===== config.mk =====
export PLATFORM = sky130hd
export DESIGN_NAME = uart_rx_param
export DESIGN_NICKNAME = d
export VERILOG_FILES = /design/src/rtl/uart_rx_param.sv
export SDC_FILE = /design/constraint.sdc
export NUM_CORES = 1
export LEC_CHECK = 0
export ABC_AREA = 1
export BUFFER_PORTS_ARGS = -buffer_cell sky130_fd_sc_hd__buf_2
export CELL_PAD_IN_SITES_DETAIL_PLACEMENT = 0
export CELL_PAD_IN_SITES_GLOBAL_PLACEMENT = 1
export CORE_UTILIZATION = 25
export CTS_BUF_LIST = sky130_fd_sc_hd__clkbuf_4 sky130_fd_sc_hd__clkbuf_8
export CTS_CLUSTER_DIAMETER = 100
export DETAILED_ROUTE_END_ITERATION = 8
export PLACE_DENSITY = 0.55
export REMOVE_ABC_BUFFERS = 1
export SLEW_MARGIN = 10
export SYNTH_ARGS = -nofsm -noshare
export SYNTH_HDL_FRONTEND = slang
export SYNTH_SLANG_ARGS = --single-unit

===== constraint.sdc =====
create_clock -name clk -period 2.4 [get_ports clk]
set_input_delay 0.24 -clock clk [delete_from_list [all_inputs] [get_ports clk]]
set_output_delay 0.24 -clock clk [all_outputs]
set_load 0.01 [all_outputs]

===== src/rtl/uart_rx_param.sv =====
// uart_rx_param: oversampled UART receiver with configurable width, parity and stop bits
module uart_rx_param #(
  parameter int CLK_FREQ   = 100_000_000,
  parameter int BAUD_RATE  = 9_600,
  parameter int OVERSAMPLE = 16,
  parameter int DATA_BITS  = 8,
  parameter int PARITY     = 0,
  parameter int STOP_BITS  = 1
) (
  input  logic                 clk,
  input  logic                 reset,
  input  logic                 rxd,
  output logic [DATA_BITS-1:0] rx_data,
  output logic                 rx_valid,
  output logic                 frame_err,
  output logic                 parity_err,
  output logic                 break_det,
  output logic                 busy
);
  localparam int DIV = CLK_FREQ / (BAUD_RATE * OVERSAMPLE);
  localparam int CW  = (DIV > 1) ? $clog2(DIV) : 1;
  localparam int SW  = $clog2(OVERSAMPLE);
  localparam int BW  = $clog2(DATA_BITS + 1);
  localparam int M   = OVERSAMPLE / 2;
  localparam logic [SW-1:0] LO_S  = SW'(M - 1);
  localparam logic [SW-1:0] MID_S = SW'(M);
  localparam logic [SW-1:0] RES_S = SW'(M + 1);
  localparam logic [SW-1:0] END_S = SW'(OVERSAMPLE - 1);

  typedef enum logic [2:0] {S_IDLE, S_START, S_DATA, S_PAR, S_STOP, S_BRK} state_t;

  state_t               state_q, state_d;
  logic [1:0]           sync_q, sync_d;
  logic [CW-1:0]        cnt_q, cnt_d;
  logic [SW-1:0]        s_q, s_d;
  logic [1:0]           smp_q, smp_d;
  logic [BW-1:0]        bcnt_q, bcnt_d;
  logic [DATA_BITS-1:0] shift_q, shift_d;
  logic                 pbit_q, pbit_d;
  logic                 perr_q, perr_d;
  logic                 ferr_q, ferr_d;
  logic                 stop1_q, stop1_d;
  logic [DATA_BITS-1:0] rx_data_q, rx_data_d;
  logic                 rx_valid_q, rx_valid_d;
  logic                 frame_err_q, frame_err_d;
  logic                 parity_err_q, parity_err_d;
  logic                 break_q, break_d;
  logic                 rxs, tick, res, wrap, maj, brk;

  // next-state: tick generation, majority sampling, frame FSM and completion registers
  always_comb begin
    sync_d = {sync_q[0], rxd};
    rxs = sync_q[1];
    tick = cnt_q == CW'(DIV - 1);
    cnt_d = tick ? '0 : cnt_q + CW'(1);
    res = tick && s_q == RES_S;
    wrap = tick && s_q == END_S;
    maj = (smp_q[0] & smp_q[1]) | (smp_q[0] & rxs) | (smp_q[1] & rxs);
    smp_d = smp_q;
    if (tick && s_q == LO_S) smp_d[0] = rxs;
    if (tick && s_q == MID_S) smp_d[1] = rxs;
    s_d = tick ? ((state_q == S_IDLE) ? {{(SW-1){1'b0}}, !rxs} : (wrap ? '0 : s_q + SW'(1))) : s_q;
    state_d = state_q;
    bcnt_d = bcnt_q;
    shift_d = shift_q;
    pbit_d = pbit_q;
    perr_d = perr_q;
    ferr_d = ferr_q;
    stop1_d = stop1_q;
    rx_data_d = rx_data_q;
    rx_valid_d = 1'b0;
    frame_err_d = frame_err_q;
    parity_err_d = parity_err_q;
    break_d = break_q;
    brk = 1'b0;
    case (state_q)
      S_IDLE: if (tick && !rxs) begin
        state_d = S_START;
        bcnt_d = '0;
        pbit_d = 1'b0;
        perr_d = 1'b0;
        ferr_d = 1'b0;
        stop1_d = 1'b0;
      end
      S_START: begin
        if (res && maj) state_d = S_IDLE;
        else if (wrap) state_d = S_DATA;
      end
      S_DATA: begin
        if (res) begin
          shift_d = {maj, shift_q[DATA_BITS-1:1]};
          bcnt_d = bcnt_q + BW'(1);
        end
        if (wrap && bcnt_d == BW'(DATA_BITS)) begin
          state_d = (PARITY != 0) ? S_PAR : S_STOP;
          bcnt_d = '0;
        end
      end
      S_PAR: begin
        if (res) begin
          pbit_d = maj;
          perr_d = maj != ((PARITY == 1) ? ~^shift_q : ^shift_q);
        end
        if (wrap) state_d = S_STOP;
      end
      S_STOP: if (res) begin
        ferr_d = ferr_q | !maj;
        stop1_d = stop1_q | maj;
        bcnt_d = bcnt_q + BW'(1);
        if (bcnt_q == BW'(STOP_BITS - 1)) begin
          brk = (shift_q == '0) && !pbit_q && !(stop1_q | maj);
          rx_valid_d = 1'b1;
          rx_data_d = shift_q;
          frame_err_d = ferr_q | !maj;
          parity_err_d = perr_q;
          break_d = brk;
          state_d = brk ? S_BRK : S_IDLE;
        end
      end
      S_BRK: if (tick && rxs) state_d = S_IDLE;
      default: state_d = S_IDLE;
    endcase
    if (state_d == S_IDLE) s_d = '0;
  end

  // state and output registers, cleared immediately by reset
  always_ff @(posedge clk or posedge reset) begin
    if (reset) begin
      state_q <= S_IDLE;
      sync_q <= 2'b11;
      cnt_q <= '0;
      s_q <= '0;
      smp_q <= '0;
      bcnt_q <= '0;
      shift_q <= '0;
      pbit_q <= 1'b0;
      perr_q <= 1'b0;
      ferr_q <= 1'b0;
      stop1_q <= 1'b0;
      rx_data_q <= '0;
      rx_valid_q <= 1'b0;
      frame_err_q <= 1'b0;
      parity_err_q <= 1'b0;
      break_q <= 1'b0;
    end else begin
      state_q <= state_d;
      sync_q <= sync_d;
      cnt_q <= cnt_d;
      s_q <= s_d;
      smp_q <= smp_d;
      bcnt_q <= bcnt_d;
      shift_q <= shift_d;
      pbit_q <= pbit_d;
      perr_q <= perr_d;
      ferr_q <= ferr_d;
      stop1_q <= stop1_d;
      rx_data_q <= rx_data_d;
      rx_valid_q <= rx_valid_d;
      frame_err_q <= frame_err_d;
      parity_err_q <= parity_err_d;
      break_q <= break_d;
    end
  end

  assign rx_data = rx_data_q;
  assign rx_valid = rx_valid_q;
  assign frame_err = frame_err_q;
  assign parity_err = parity_err_q;
  assign break_det = break_q;
  assign busy = state_q != S_IDLE;
endmodule

==> results.py <==
metrics = {
    "place": {
        "pre_cts_ws_ns": 0.3191,
        "dp_hpwl_mm": 4.166,
        "port_buffers": 15,
        "place.gp.congestion": 0.7258,
    },
    "detailed_routing": {
        "wl_met2_mm": 2.502,
        "routed_wl_mm": 5.320,
        "drtPass1Iterations": 4,
        "wl_met1_mm": 2.615,
        "wl_met3_um": 149,
        "wl_per_cell_um": 11.47,
        "drtAntennaViolNets": 0,
        "maxUsedRoutingLayer": "met4",
        "via_per_inst": 4.168,
        "drt_iter0_drc": 43,
        "num_vias": 1934,
        "drc_errors": 0,
    },
    "worst_setup_path": {
        "reg2reg_slack_ns": 0.33,
        "critPathTopFamily": "simple AND/OR/NAND/NOR gates",
        "reg2reg_to": "rx_data[4]",
        "crit_chain": "inv_1, ha_1, nand2_2, nor2_4, nand3_4, nor2_8, nand2_2, nor2_4, inv_1, nand2_1, o21ai_0",
        "critical_path.n_buffers_inverters": 2,
        "start_kind": "register",
        "crit_slowest_cell": "dfrtp_1",
        "reg2regPathDepth": 11,
        "required_ns": 2.57,
        "crit_fanout": 20,
        "arrival_ns": 2.24,
        "regToRegStartpoint": "cnt_q[0]",
        "criticalPathCategory": "reg2reg",
        "cp_num_cells": 11,
        "endpoint_kind": "register",
        "slowest_delay_ns": 0.42,
    },
    "sta": {
        "hold_viol": 0,
        "max_freq_mhz": 482.0,
        "fin_crit_sh_pct": 86.44,
        "fin_tns_setup_ns": 0,
        "grt_setup_unrepaired": "no",
        "fin_skew_ns": 0.008359,
        "maxSlewHeadroom_pct": 63.07,
        "finalSetupViolations": 0,
        "tightest_slew_ns": 0.5497,
        "fin_crit_ns": 2.075,
        "setup_ws_ns": 0.3254,
        "maxSlewViolCount": 0,
    },
    "global_routing": {
        "antenna_found_initial": 0,
        "grt_pass1_vias": 1945,
        "grt-ovfl-total": 0,
        "grt_max_degree": 21,
        "grt_first_pass_wirelength_mm": 9.390,
        "track_usage_pct": 10.74,
    },
    "hold_path": {
        "hold_path_class": "in2reg",
        "whs_path_depth": 1,
        "timing.hold.worst_endpoint": "sync_q[0]",
        "min_from": "rxd",
    },
    "die": {
        "start_util_pct": 26.14,
        "die_h_um": 103.8,
        "fp.dieW_um": 103.8,
        "core_um2": 9910,
        "io_pins": 16,
        "dieArea_um2": 10770,
        "rows": 36,
    },
    "finish": {
        "drive_gt1_share_pct": 15.11,
        "nets": 344,
        "diodes": 0,
        "area_delta_synth_final_pct": 14.78,
    },
    "yosys": {
        "synth_warnings": 0,
        "synth_largest_area_cell": "dfrtp_1",
        "yosys-top-cells-area": "dfrtp_1 (45%), nand2_1 (11%), inv_1 (6.2%)",
        "synth_area_um2": 2590,
        "syn-instance-count": 308,
        "synth-seq-cells": 49,
        "yosysSeqAreaShare_pct": 47.44,
        "yosys.area.top_type_share_pct": 45.41,
        "avgSynthCellArea_um2": 8.409,
        "ys_types": 35,
    },
    "power_and_ir_drop": {
        "power_leakage_nw": 1.441,
        "ir_worst_vdd_mv": 0.2795,
        "swShare_pct": 19.71,
        "clock_power_share_pct": 45.1,
        "combPwrFrac_pct": 1.5,
        "p_switching_w": 0.0003061,
        "seq_power_share_pct": 53.4,
        "p_int_w": 0.001247,
        "power_density_nw_per_um2": 522.4,
    },
    "clocking": {
        "ctsHtreeMaxLevel": 2,
        "tritoncts": "done",
        "cts_root_buf": "clkbuf_8",
        "clk_pin_slew_ns": 0.09,
        "numCtsBuffers": 5,
        "clock-sinks": 49,
        "cts_setup_buffers": 0,
        "clk_path_buf_depth": 2,
        "clk_latency_ns": 0.30,
    },
    "outcome": {
        "outcome": "complete, no violations",
    },
    "flow_run": {
        "max_cap_violations": 0,
    },
}
-- final cells by class --
type,instances,area [um2]
Sequential cell,49,1229
Tap cell,133,166.4
Multi-Input combinational cell,208,1160
Clock buffer,5,68.82
Clock inverter,3,65.06
Timing Repair Buffer,19,107.6
Inverter,47,176.4
Fill cell,1079,6937
-- worst max path at each step --
| stage | startpoint | to | slack (ns) |
|---|---|---|---|
| 6_report | cnt_q[0] | rx_data[4] | 0.33 |
| 5_1_grt | cnt_q[0] | break_det | 0.03 |
| 4_1_cts | cnt_q[0] | rx_data[4] | 0.29 |
| 3_5_place_dp | cnt_q[0] | frame_err | 0.32 |
| 3_3_place_gp | cnt_q[0] | break_det | 0.35 |
| 2_1_floorplan | cnt_q[0] | s_q[0] | 0.59 |
-- Yosys cell counts --
library cell	number
nand2_1	74
nor3_1	7
nand3_4	1
o21ai_1	8
nand2_2	4
nor2_8	1
nand3_2	1
nor4_1	1
nand4_2	1
inv_2	3
ha_1	11
buf_2	2
o211ai_1	2
dfstp_2	2
a211oi_1	1
and3_1	1
inv_1	43
xor2_1	6
o21bai_1	1
buf_6	1
xnor2_1	5
dfrtp_1	47
clkbuf_1	1
nand4_1	5
a31oi_1	1
a21oi_1	3
nor4_2	1
o21ai_0	24
clkinv_1	1
nor2_4	6
nor2_1	26
nor3_2	1
o21a_1	1
nor2_2	2
nand3_1	13
-- cell families (layout without fill, tap and decap cells) --
logic type	after synthesis	after routing	synth area share, %
compound gates	41	41	8.454
xor+xnor	11	11	3.720
fa+ha+maj	11	11	5.314
buf+inv	51	74	7.777
flops	49	49	47.44
simple gates	145	145	27.29
-- what timing repair did --
item | CTS | global route
gates resized for setup | 0 | 0
hold buffers | 1 | 0
hold endpoints to repair | 14 | 0
endpoints found under the setup margin | 0 | 0
-- power groups by stage --
| stage | registers [W] | logic (W) | clock network, W |
|---|---|---|---|
| 6_report | 0.000829 | 0.0000228 | 0.000701 |
| 5_1_grt | 0.000830 | 0.0000279 | 0.000761 |
| 2_1_floorplan | 0.000845 | 0.0000130 | 0 |
| 4_1_cts | 0.000830 | 0.0000253 | 0.000738 |
| 3_3_place_gp | 0.000846 | 0.0000239 | 0 |
| 3_5_place_dp | 0.000846 | 0.0000239 | 0 |
-- registers in the layout, summed over array words and instances, names as in the netlist, 2 cells and up --
signal / count
s_q: 4
smp_q: 2
shift_q: 8
rx_data: 8
state_q: 3
cnt_q: 10
sync_q: 2
bcnt_q: 4
-- per-layer routing --
metal  vias to the layer above  global-route usage (%)
li1                       1020                       -
met1                       886                   13.67
met2                        23                   18.41
met3                         5                   2.517
met4                         0                   2.449
met5                         -                       0
-- worst register-to-register path, stage by stage (launching register included) --
cell and delay (ns):
dfrtp_1 0.42, inv_1 0.07, ha_1 0.15, nand2_2 0.08
nor2_4 0.17, nand3_4 0.19, nor2_8 0.19, nand2_2 0.11
nor2_4 0.12, inv_1 0.25, nand2_1 0.13, o21ai_0 0.08
-- placed cells by master (no fill, tap or decap), types with 2 or more instances in the layout --
cell type	Yosys	final
clkbuf_8	0	5
dfrtp_1	47	47
xnor2_1	5	5
bufinv_16	0	2
nand3_1	13	13
a21oi_1	3	3
ha_1	11	11
nor2_4	6	6
inv_2	3	4
nand4_1	5	5
inv_1	43	42
o211ai_1	2	2
nor3_1	7	7
o21ai_0	24	24
dfstp_2	2	2
buf_4	0	3
nor2_2	2	2
nand2_2	4	4
buf_2	2	15
xor2_1	6	6
nor2_1	26	26
o21ai_1	8	8
nand2_1	74	74
-- through the flow --
step	area, um2	cells	hold slack (ns)	util (%)	total power, W
final	2973	464	0.02539	30.00	0.001553
after detailed placement	2829	455	0.2420	28.55	0.0008696
after global routing	2973	464	0.002919	30.00	0.001618
after global placement	2829	455	0.2421	28.55	0.0008697
after floorplan	2565	304	0.2445	-	0.0008582
after CTS	2973	464	0.01056	30.00	0.001593
(Power assumes the default switching activity.)
